File: config.mk
export PLATFORM = sky130hd
export DESIGN_NAME = mem_sequencer
export DESIGN_NICKNAME = d
export VERILOG_FILES = /design/src/rtl/mem_sequencer.sv
export SDC_FILE = /design/constraint.sdc
export NUM_CORES = 1
export LEC_CHECK = 0
export CORE_MARGIN = 2
export CORE_UTILIZATION = 48
export CTS_CLUSTER_SIZE = 10
export DETAILED_ROUTE_END_ITERATION = 12
export GPL_ROUTABILITY_DRIVEN = 0
export HOLD_SLACK_MARGIN = 0.05
export MAX_ROUTING_LAYER = met4
export PLACE_DENSITY = 0.84
export SYNTH_ARGS = -nofsm -noshare
export SYNTH_HDL_FRONTEND = slang
export SYNTH_SLANG_ARGS = --single-unit
File: constraint.sdc
create_clock -name clk -period 4.2 [get_ports clk]
set_input_delay 0.42 -clock clk [delete_from_list [all_inputs] [get_ports clk]]
set_output_delay 0.42 -clock clk [all_outputs]
set_load 0.05 [all_outputs]
File: src/rtl/mem_sequencer.sv
// mem_sequencer: sequences two-byte instruction fetches, byte loads and byte stores
// over a single-port memory with combinational read data.
module mem_sequencer #(
    parameter int ADDR_W = 13,
    parameter int DATA_W = 8
) (
    input  logic                clk,
    input  logic                rst,
    input  logic                req,
    input  logic [1:0]          cmd,
    input  logic [ADDR_W-1:0]   addr,
    input  logic [DATA_W-1:0]   wdata,
    input  logic [DATA_W-1:0]   mem_rdata,
    output logic [ADDR_W-1:0]   mem_addr,
    output logic [DATA_W-1:0]   mem_wdata,
    output logic                mem_we,
    output logic [2*DATA_W-1:0] instr,
    output logic [ADDR_W-1:0]   next_pc,
    output logic [DATA_W-1:0]   rdata,
    output logic                busy,
    output logic                done
);
    localparam logic [2:0] IDLE = 3'd0;
    localparam logic [2:0] F_HI = 3'd1;
    localparam logic [2:0] F_LO = 3'd2;
    localparam logic [2:0] LD   = 3'd3;
    localparam logic [2:0] ST   = 3'd4;
    localparam logic [2:0] DONE = 3'd5;

    logic [2:0]          state_q, state_d;
    logic [ADDR_W-1:0]   addr_q, addr_d;
    logic [DATA_W-1:0]   wdata_q, wdata_d;
    logic [2*DATA_W-1:0] instr_q, instr_d;
    logic [ADDR_W-1:0]   next_pc_q, next_pc_d;
    logic [DATA_W-1:0]   rdata_q, rdata_d;

    always_comb begin
        state_d   = state_q;
        addr_d    = addr_q;
        wdata_d   = wdata_q;
        instr_d   = instr_q;
        next_pc_d = next_pc_q;
        rdata_d   = rdata_q;
        case (state_q)
            IDLE: if (req && cmd != 2'b11) begin
                addr_d  = addr;
                wdata_d = wdata;
                state_d = (cmd == 2'b00) ? F_HI : (cmd == 2'b01) ? LD : ST;
            end
            F_HI: begin
                instr_d[2*DATA_W-1:DATA_W] = mem_rdata;
                state_d = F_LO;
            end
            F_LO: begin
                instr_d[DATA_W-1:0] = mem_rdata;
                next_pc_d = addr_q + ADDR_W'(2);
                state_d = DONE;
            end
            LD: begin
                rdata_d = mem_rdata;
                state_d = DONE;
            end
            ST:      state_d = DONE;
            default: state_d = IDLE;
        endcase
    end

    always_ff @(posedge clk) begin
        if (!rst) begin
            state_q   <= IDLE;
            addr_q    <= '0;
            wdata_q   <= '0;
            instr_q   <= '0;
            next_pc_q <= '0;
            rdata_q   <= '0;
        end else begin
            state_q   <= state_d;
            addr_q    <= addr_d;
            wdata_q   <= wdata_d;
            instr_q   <= instr_d;
            next_pc_q <= next_pc_d;
            rdata_q   <= rdata_d;
        end
    end

    // Only the low byte of a fetch sits at the incremented address; every other state presents the latched one.
    assign mem_addr  = (state_q == F_LO) ? addr_q + ADDR_W'(1) : addr_q;
    assign mem_wdata = wdata_q;
    assign mem_we    = (state_q == ST);
    assign instr     = instr_q;
    assign next_pc   = next_pc_q;
    assign rdata     = rdata_q;
    assign busy      = (state_q != IDLE);
    assign done      = (state_q == DONE);
endmodule

==> metrics.yaml <==
synthesis:
  yosys.area.top_type: "dfxtp_1"
  async_flop_share_pct: 0
  synth_edf_count: 0
  syn_area_per_cell_um2: 8.500
  yosysSeqAreaShare_pct: 44.89
  yosysUniqueCellTypes: 36
  synth_area_um2: 2720
  yosysTopAreaCellShare_pct: 44.89
  synthesis.nets: 356
  synthTopCellsByArea: "dfxtp_1, a21oi_1, mux2i_1"
  synthCells: 320
  synth_warnings: 0
  ys_ff_latch: 61
  synth_ff_type: "dfxtp_1"
detailed_routing:
  drt_wl_total_um: 7417
  vias: 2652
  drtIter0Drc: 210
  viasPerCell: 5.548
  drc: 0
  ant_nets: 0
  wl_per_cell_um: 15.52
  dr.pass1.iters: 6
global_routing:
  grt_max_degree: 50
  grt_usage_pct: 25.02
  antenna_found_initial: 0
  first_global_vias: 2521
  grt_first_pass_wirelength_um: 11990
  grt_overflow: 0
power_and_ir_drop:
  power.switching_mw: 0.5311
  power.internal_mw: 1.070
  switching_share_pct: 33.18
  cellPowerDensity_nw_per_um2: 413.0
  vdd_drop_max_mv: 0.2736
  p_comb_share_pct: 25.2
  power.clock.fraction_pct: 33.6
  p_seq_share_pct: 41.1
  leakage_nw: 1.439
floorplanning:
  rows: 27
  io_pins: 95
  die_w_um: 79.28
  initial_core_util_pct: 49.40
  core_um2: 5507
  die_h_um: 79.28
  dieArea_um2: 6285
cells_and_area:
  nNetsFinal: 437
  finalInstanceArea_um2: 3876
  drive_gt1_share_pct: 6.404
  final_cell_mix: "clkdlybuf4s50_1, dfxtp_1, a21oi_1, o21ai_0, nand2_1"
  antennaDiodeCount: 0
  syn2layout_area_growth_pct: 42.50
  fill_cells: 447
  layout_commonest_cell: "clkdlybuf4s50_1"
setup_path:
  required_ns: 3.78
  start_kind: "register"
  crit_fanout: 18
  arrival_ns: 3.03
  end_kind: "output port"
  critPathKind: "reg2out"
clock_network:
  numCtsBuffers: 9
  hold_buffers: 0
  postCtsSetupBuffers: 0
  clkLatencyLatePin_ns: 0.33
  ctsResizeCount: 0
  clkSinkCount: 61
  tritoncts: "yes"
  cts-htree-levels: 3
  clk_pin_slew_ns: 0.07
  cts_root_buffer: "clkbuf_8"
  cts_buffer_depth: 2
outcome:
  status: "completed"
sta:
  timing.slew.headroom_pct: 47.55
  holdWs_ns: 0.4664
  rsz0062_at_grt: "no"
  setup_viol: 0
  max_freq_mhz: 289.5
  period_share_pct: 82.23
  final_hold_viol_count: 0
  final-max-slew-violation-count: 0
  finClkSkew_ns: 0.005698
  min_period_ns: 3.454
  worst_pin_slew_ns: 0.7868
  fin_tns_setup_ns: 0
placement:
  dp_hpwl_um: 5156
  postPlaceCellArea_um2: 3667
  io_buffers: 94
min_path:
  min-delay-path-class: "reg2reg"
job:
  maxCapViolations: 0
==> per-layer routing <==
layer  GRT usage [%]  routed length [um]  vias up
met5               -                   0        -
met1           30.34                3191     1236
met3           5.341                 398       21
met2           40.34                3629      107
li1                -                   -     1288
met4           10.86                 197        0
==> worst max-delay path: stages, from the launching register on <==
cell and delay, ns:
dfxtp_1 0.58, or3b_1 0.73, nor4_4 0.39, xor2_1 0.17
clkdlybuf4s50_1 0.82
==> metrics by stage <==
step,util (%),total power [mW],setup slack [ns],std cells
6_report,70.39,1.601,0.7463,478
3_5_place_dp,66.60,1.072,1.123,462
3_3_place_gp,66.60,1.065,1.198,462
5_1_grt,70.39,1.667,0.6127,478
4_1_cts,70.39,1.606,0.7666,478
2_1_floorplan,-,0.9288,1.791,320
==> power by group through the flow <==
stage / clock network (mW) / registers (mW) / logic [mW]
6_report: 0.539 / 0.658 / 0.404
3_3_place_gp: 0 / 0.667 / 0.398
3_5_place_dp: 0 / 0.670 / 0.403
2_1_floorplan: 0 / 0.738 / 0.191
4_1_cts: 0.543 / 0.657 / 0.405
5_1_grt: 0.575 / 0.664 / 0.429
==> worst paths after layout <==
kind	start	to	slack (ns)	cells past startpoint
setup / recovery	state_q[1]$_SDFFE_PN0P_	mem_addr[12]	0.75	4
hold / removal	next_pc[1]$_SDFFE_PN0N_	next_pc[1]$_SDFFE_PN0N_	0.47	2
setup reg to reg	state_q[0]$_SDFFE_PN0P_	addr_q[2]$_SDFFE_PN0P_	2.44	5
hold reg to reg	next_pc[1]$_SDFFE_PN0N_	next_pc[1]$_SDFFE_PN0N_	0.47	2
==> cells in the mapped netlist (2+ instances only) <==
cell and number:
o31ai_1 3, a21oi_1 34, o21ai_0 32, nor4_1 2
dfxtp_1 61, or4_1 3, or3_1 4, o211a_1 2
nand3b_1 2, nand2b_1 2, nand2_1 30, clkbuf_1 20
xnor2_1 7, inv_1 4, buf_2 6, mux2i_1 16
a211oi_1 3, nor4_4 2, a31oi_1 8, nor3b_1 2
nor3_1 6, nand3_1 25, ha_1 2, nor2_1 20
xor2_1 8, nand4_1 5, buf_6 2
==> sequential cells by signal, indices dropped and copies added (netlist names) <==
register   count
instr         16
addr_q        13
next_pc       13
mem_wdata      8
rdata          8
state_q        3
==> cell families after synthesis <==
logic type	count (synthesis)	share of synthesized area, %
XOR/XNOR	15	4.830
AO/OA/AOI/OAI	84	17.02
buffers and inverters	34	5.565
adder cells (fa/ha/maj)	2	0.9198
AND/OR/NAND/NOR	108	20.88
multiplexers	16	5.888
flip-flops	61	44.89
==> final cells by class <==
class | count | area, um^2 | area share, %
Clock inverter | 5 | 57.56 | 1.485
Multi-Input combinational cell | 225 | 1359 | 35.05
Sequential cell | 61 | 1221 | 31.50
Timing Repair Buffer | 99 | 978.4 | 25.24
Inverter | 5 | 18.77 | 0.4842
Clock buffer | 11 | 151.4 | 3.906
Tap cell | 72 | 90.09 | 2.324
Note: power is estimated with default switching activity, not from simulation.
